### src/rtl/if_stage.sv
// ---------------------------------------------------------------------------
// if_stage
// Instruction-fetch stage together with the IF/ID pipeline register.
//
// The stage owns the fetch PC and talks to instruction memory with a simple
// req/ack handshake. Every cycle it presents {pc, instruction, valid} to the
// decode logic. It obeys a stall from the hazard unit and a redirect
// (taken branch) from the MEM stage. A single-word skid buffer holds a
// fetched instruction that arrived while decode was stalled.
//
// Ports
//   clock          in   1   rising-edge clock
//   reset          in   1   synchronous, active-high reset
//   stall          in   1   hold IF/ID contents (hazard unit)
//   branch_taken   in   1   redirect fetch (MEM stage)
//   branch_target  in  64   redirect address, valid with branch_taken
//   imem_req       out  1   fetch request
//   imem_addr      out 64   fetch address (always the fetch PC)
//   imem_ack       in   1   response valid this cycle (only while imem_req=1)
//   imem_rdata     in  32   instruction word, valid with imem_ack
//   pc             out 64   IF/ID: address of the instruction
//   instruction    out 32   IF/ID: instruction word
//   valid          out  1   IF/ID: 1 = real instruction, 0 = bubble
// ---------------------------------------------------------------------------
module if_stage #(
  parameter logic [63:0] RESET_PC  = 64'h0,
  parameter logic [63:0] PC_STEP   = 64'd4,
  parameter logic [31:0] NOP_INSTR = 32'hD503201F
) (
  input  logic        clock,
  input  logic        reset,
  input  logic        stall,
  input  logic        branch_taken,
  input  logic [63:0] branch_target,
  output logic        imem_req,
  output logic [63:0] imem_addr,
  input  logic        imem_ack,
  input  logic [31:0] imem_rdata,
  output logic [63:0] pc,
  output logic [31:0] instruction,
  output logic        valid
);

  // FLUSH: one idle cycle after reset or redirect, no request issued.
  // FETCH: request outstanding at fetch_pc.
  // HOLD : a word was accepted while stalled and sits in the skid buffer.
  localparam logic [1:0] FLUSH = 2'd0;
  localparam logic [1:0] FETCH = 2'd1;
  localparam logic [1:0] HOLD  = 2'd2;

  logic [1:0]  state;
  logic [63:0] fetch_pc;
  logic [31:0] skid;
  logic [63:0] next_pc;

  // Sequential fetch address; plain 64-bit addition wraps modulo 2^64.
  assign next_pc = fetch_pc + PC_STEP;

  // The request depends on state only, so an ack arriving while the
  // request is low (FLUSH/HOLD) never reaches any of the logic below.
  assign imem_req  = (state == FETCH);
  assign imem_addr = fetch_pc;

  always_ff @(posedge clock) begin
    if (reset) begin
      fetch_pc    <= RESET_PC;
      state       <= FLUSH;
      skid        <= 32'h0;
      pc          <= 64'h0;
      instruction <= NOP_INSTR;
      valid       <= 1'b0;
    end else if (branch_taken) begin
      // A redirect beats stall: any same-cycle ack and the skid word are
      // dropped, and IF/ID is flushed to a bubble.
      fetch_pc    <= branch_target;
      state       <= FLUSH;
      skid        <= 32'h0;
      pc          <= 64'h0;
      instruction <= NOP_INSTR;
      valid       <= 1'b0;
    end else begin
      case (state)
        FLUSH: begin
          state <= FETCH;
          if (!stall) begin
            pc          <= 64'h0;
            instruction <= NOP_INSTR;
            valid       <= 1'b0;
          end
        end

        FETCH: begin
          if (imem_ack) begin
            if (!stall) begin
              pc          <= fetch_pc;
              instruction <= imem_rdata;
              valid       <= 1'b1;
              fetch_pc    <= next_pc;
            end else begin
              // Decode cannot take the word yet; park it and stop requesting.
              // fetch_pc still names the parked word, so it advances later.
              skid  <= imem_rdata;
              state <= HOLD;
            end
          end else if (!stall) begin
            pc          <= 64'h0;
            instruction <= NOP_INSTR;
            valid       <= 1'b0;
          end
        end

        HOLD: begin
          if (!stall) begin
            pc          <= fetch_pc;
            instruction <= skid;
            valid       <= 1'b1;
            fetch_pc    <= next_pc;
            state       <= FETCH;
          end
        end

        default: begin
          state <= FLUSH;
        end
      endcase
    end
  end

endmodule

### config.mk
export PLATFORM = sky130hd
export DESIGN_NAME = if_stage
export DESIGN_NICKNAME = d
export VERILOG_FILES = /design/src/rtl/if_stage.sv
export SDC_FILE = /design/constraint.sdc
export NUM_CORES = 1
export LEC_CHECK = 0
export ABC_AREA = 1
export ABC_CLOCK_PERIOD_IN_PS = 1900
export CORE_ASPECT_RATIO = 1.25
export CORE_MARGIN = 2
export CORE_UTILIZATION = 50
export DETAILED_ROUTE_END_ITERATION = 7
export PLACE_DENSITY = 0.79
export SLEW_MARGIN = 25
export SYNTH_ARGS = -nofsm -noshare
export SYNTH_HDL_FRONTEND = slang
export SYNTH_SLANG_ARGS = --single-unit
### constraint.sdc
create_clock -name clock -period 1.9 [get_ports clock]
set_input_delay 0.285 -clock clock [delete_from_list [all_inputs] [get_ports clock]]
set_output_delay 0.285 -clock clock [all_outputs]
set_load 0.1 [all_outputs]
---- Word level (Yosys, flattened, before mapping) ----
Cells that the tools add are included.
storage, ports and cells
  output and inout bits ................... 162
  logic and storage cells ................. 43
  register bits after elaboration ......... 195
cells by class
  multiplexer cells ....................... 21
  reductions and logical operators ........ 8
  equality and inequality tests ........... 7
  add/sub/neg operators ................... 1
operator list
  operator               number
  $mux 64                6
  $pmux 64 s3            1
  $mux 32                4
  $pmux 64 s2            1
  $pmux 32 s3            1
  $add 64x3->64 const B  1
  $reduce_and 3->1       3
  $mux 2                 3
  $pmux 2 s3             1
  $reduce_bool 3->1      2
  $ne 2x2->1 const B     2
  $mux 1                 3
  $ne 3x2->1 const B     1
  $ne 3x3->1 const B     1
  $pmux 1 s3             1
  $eq 2x1->1 const B     1
  $eq 2x2->1 const B     1
  $logic_not 2->1        1
  $ne 2x1->1 const B     1
  $reduce_and 2->1       1
  $reduce_or 2->1        1

---- Logic depth before layout (Yosys ltp) ----
  depth in word-level cells ............... 5
  gate-level depth with buffers ........... 12

---- Worst setup path after synthesis ----
Ideal clock, no wire load.
  path kind ............................... reg2reg
  start point ............................. register state[1]
  end point ............................... register instruction[17]
  arrival ................................. 2.310 ns
  library setup time ...................... 0.134 ns
  buffers on the path ..................... 1
  stages on the path, launching flop included .. 11
  path slack .............................. -0.543 ns
  cells stage by stage .................... dfxtp_1 inv_1 ha_1 nand2_1 nor2_2 inv_2 nand2_2 inv_1 buf_2 nand2_1 nand3_1
between the ends
  cells in the longest elaborated chain, start to end .. 3
RTL lines
  item                                                              RTL line  source
  start, declared                                                   51        logic [1:0] state;
  start signal, assigned                                            67        state <= FLUSH;
  start signal, assigned                                            76        state <= FLUSH;
  start signal, assigned                                            84        state <= FETCH;
  $eq 2x1->1 *                                                      --
  via imem_req                                                      35        output logic imem_req,
  $ne 3x3->1 (no source line) or $reduce_bool 3->1 (tied branches)  --
  $reduce_and 3->1 (no source line)                                 --
  end signal, assigned                                              96        instruction <= imem_rdata;
  end signal, assigned                                              115       instruction <= skid;
  end, declared                                                     40        output logic [31:0] instruction,
Mark *: on every way through the listed nets, which the timed path passes. The rest lies on a longest branch.
A chain may end at the register's enable or synchronous reset.

---- Worst setup path in the final report ----
  start point ............................. register fetch_pc[2], in the netlist imem_addr[2]
  end point ............................... register fetch_pc[54], in the netlist imem_addr[54]
between the ends
  cells in the longest elaborated chain, start to end .. 5
RTL lines
  item                    RTL line  source
  start, declared         52        logic [63:0] fetch_pc;
  start signal, assigned  75        fetch_pc <= branch_target;
  start signal, assigned  98        fetch_pc <= next_pc;
  start signal, assigned  117       fetch_pc <= next_pc;
  $add 64x3->64 *         57        assign next_pc = fetch_pc + PC_STEP;
  $mux 64 *               94, 113
  $mux 64                 93        if (imem_ack) begin
  $pmux 64 s2 *           82        case (state)
  $mux 64 *               72        end else if (branch_taken) begin
Every way passes the cells marked *; elsewhere a longest branch is shown, timed or not. The select of a mux whose other input is x is not followed.

==> results.txt <==
Net Count, Synth: 1,668
Hold-fix buffers, CTS: 0
Layout overhead on the synthesized area: 41.38%
CP Buf/Inv Count: 0
Antenna viol nets, final: 0
1st-iter DRT viols: 996
R2r endpoint: imem_addr[54]$_SDFFE_PP0P_
Power Density: 713.8 nW/µm²
Worst setup path start: imem_addr[2]$_SDFFE_PP0P_
Tot GR Track Use: 0.3541
Min-delay worst type: in2reg
Htree depth: 4
Initial antenna violation count: 0
Hold Startpoint: reset
Critical Path AT: 2.15 ns
Slowest cell on crit path: dfxtp_4
Mapped Area: 10,150 µm²
Sequential cell area: 3989 µm²
Clk buf depth: 2
Setup Crit Path Kind: reg2reg
Total grt overflow: 0
Worst Tran Pin Value: 0.6137 ns
Max Cap Viol: 0
Relative slew margins: 0.5909
Largest net degree at the start of global routing: 59
Period utilization: 0.9663
Skew final: 0.01590 ns
# DRC: 0
Unrepaired setup endpoints after global routing: yes
Cell family with most CP delay: simple AND/OR/NAND/NOR gates
Multi-input logic area: 5537 µm²
Port bufs: 262
Clk sinks: 195
Die height: 163.3 µm
Leak: 5.500 nW
Outcome: finished, final reports clean
Post-synthesis sequential area ratio: 0.3846
Die ar.: 21,460 µm²
Hold Path End: imem_addr[5]$_SDFFE_PP0P_
DP Wirelength: 29,710 µm
PnR worst setup slack: 0.06397 ns
Share of cells above drive strength 1: 0.2417
Dpl ws: -0.08495 ns
Die W: 131.4 µm
Filler Cell Count: 1,719
Top-area cell type share of the netlist area: 0.3846
Crit-path cells: ha_2 -> nand2_2 -> nor2_4 -> nand2_4 -> nor2_4 -> nand2_2 -> o21ai_1 -> nand3_1 -> nand2_1 -> a21oi_1
Most frequent cell after synthesis: nand2_1
TritonCTS clock tree: yes
Min Tclk post-route: 1.836 ns
Clock-pin slew on the worst setup and hold paths: 0.08 ns
# setup viols final: 0
Drt first pass iters: 6
Ys Warns: 0
Ys async rst share: 0
Total power: 10.24 mW
Core Box Area: 20,030 µm²
Worst VDD drop: 0.6384 mV
Root buffer cell: clkbuf_16
Setup slack, reg-to-reg: 0.06 ns
Cell variety after synth: 37
Row count: 58
Fmax: 544.7 MHz
Worst path max stage delay: 0.38 ns
Hold Path Cell Cnt: 2
Synthesized flop and latch total: 195
Commonest cells in the netlist: nand2_1 (426), dfxtp_1 (195), nor2_1 (186), a21oi_1 (152), inv_1 (139)
Largest cells by area after synthesis: dfxtp_1 (38%), nand2_1 (16%), a21oi_1 (7.5%)
Post-synth EDFFs: 0
Aggregate routed wire length: 40,570 µm
I/O pin count: 263
R2R Path Start: imem_addr[2]$_SDFFE_PP0P_
Wirelength per Cell: 18.89 µm
Vias in the first global route: 11.14k
DR vias: 11.84k
Synthesized instance count: 1,561
Area leader, netlist: dfxtp_1
Primary FF master, synth: dfxtp_1
Antenna Diode Count: 0
Layout net count: 1,972
First-pass GRT wire length: 59,470 µm
Critical Path RT: 2.22 ns
Initial Utilization: 0.5068
CTS buffer count: 17
Routability cong.: 0.9759
Vias/cell: 5.512
Pins Over Slew Limit: 0
Worst R2R Path Depth: 10
Startpoint type of the worst setup path: register
Hold Vio Cnt, Final: 0
Clock Latency Late Sink: 0.45 ns
Critical Path End Type: register
Syn Area/Cell: 6.503 µm²
CP Max Fanout: 5
==> final cells by class <==
type / instances / area share
multi-input combinational: 1140 / 0.3858
sequential: 195 / 0.2779
timing repair buffer: 364 / 0.2319
inverter: 147 / 0.03845
clock buffer: 18 / 0.03060
tap: 270 / 0.02354
clock inverter: 14 / 0.01177
==> registers in the layout, summed over array words and instances, names as in the netlist <==
register	count
imem_addr	64
skid	32
instruction	32
valid	1
state	2
pc	64
==> worst register-to-register path: stages (launching register included) <==
cell	delay, ns
dfxtp_4	0.38
ha_2	0.19
nand2_2	0.09
nor2_4	0.22
nand2_4	0.11
nor2_4	0.18
nand2_2	0.15
o21ai_1	0.18
nand3_1	0.09
nand2_1	0.07
a21oi_1	0.05
==> worst max path at each step <==
| stage | endpoint | slack, ns | cells after the start |
|---|---|---|---|
| finish | imem_addr[54]$_SDFFE_PP0P_ | 0.06 | 10 |
| detailed placement | pc[59]$_SDFFE_PP0P_ | -0.08 | 8 |
| global route | imem_addr[36]$_SDFFE_PP0P_ | -0.03 | 11 |
| global placement | pc[57]$_SDFFE_PP0P_ | -0.03 | 8 |
| CTS | pc[40]$_SDFFE_PP0P_ | 0.01 | 8 |
| floorplan | imem_addr[61]$_SDFFE_PP0P_ | 0.007 | 9 |
==> power by group <==
group / leakage (nW) / internal (mW) / switching (mW) / total [mW]
Clock: 0.294 / 1.83 / 1.93 / 3.77
Combinational: 3.60 / 0.645 / 1.46 / 2.11
Sequential: 1.61 / 4.21 / 0.159 / 4.37
==> logic make-up after synthesis <==
logic type | count (synthesis) | synth area share
AO/OA/AOI/OAI | 309 | 0.1694
adder cells (fa/ha/maj) | 6 | 0.007395
buffers and inverters | 226 | 0.08714
flip-flops | 195 | 0.3846
AND/OR/NAND/NOR | 825 | 0.3515
==> repair_timing <==
| item | CTS | global route |
|---|---|---|
| gates resized for setup | 3 | 53 |
| buffers inserted | 0 | 2 |
| setup endpoints to repair | 4 | 128 |
| gates cloned | 0 | 6 |
| pin swaps | 0 | 10 |
==> per-stage QoR <==
step / std cells / area (µm²) / utilization / setup TNS [ns] / hold slack, ns
2_1_floorplan: 1561 / 10240 / - / 0 / 0.4199
3_3_place_gp: 2108 / 13410 / 0.6695 / -0.2770 / 0.4316
3_5_place_dp: 2108 / 13410 / 0.6695 / -0.6061 / 0.4401
4_1_cts: 2140 / 14020 / 0.7002 / 0 / 0.1337
5_1_grt: 2148 / 14350 / 0.7165 / -0.1541 / 0.1621
6_report: 2148 / 14350 / 0.7165 / 0 / 0.1527
==> metal layers <==
| layer | track usage | up-vias | wire length (µm) |
|---|---|---|---|
| li1 | - | 5667 | - |
| met3 | 0.05711 | 126 | 2863 |
| met2 | 0.6376 | 590 | 20090 |
| met1 | 0.3983 | 5456 | 15170 |
| met5 | 0 | - | 0 |
| met4 | 0.2011 | 0 | 2440 |
==> placed cells by master (no fill, tap or decap), types with 5 or more instances in the layout <==
cell type        netlist  layout
or2_2                 10      10
nand3_1               81      79
dfxtp_1              195     135
clkbuf_16              0      23
a31oi_1               20      20
dfxtp_2                0      56
nor2_2                20      28
o211ai_1              34      34
or2_1                 50      50
buf_4                  0     237
o21ai_0               79      75
nor2_4                 6      12
buf_12                 0      19
inv_2                  7      12
nor2_1               186     172
nand2_2               10      19
a211oi_1              11      11
a21oi_1              152     148
nand2_1              426     416
o31ai_1                5       5
inv_1                139     134
nand4_1               25      25
clkdlybuf4s50_1        0      99
(Power assumes the default switching activity.)
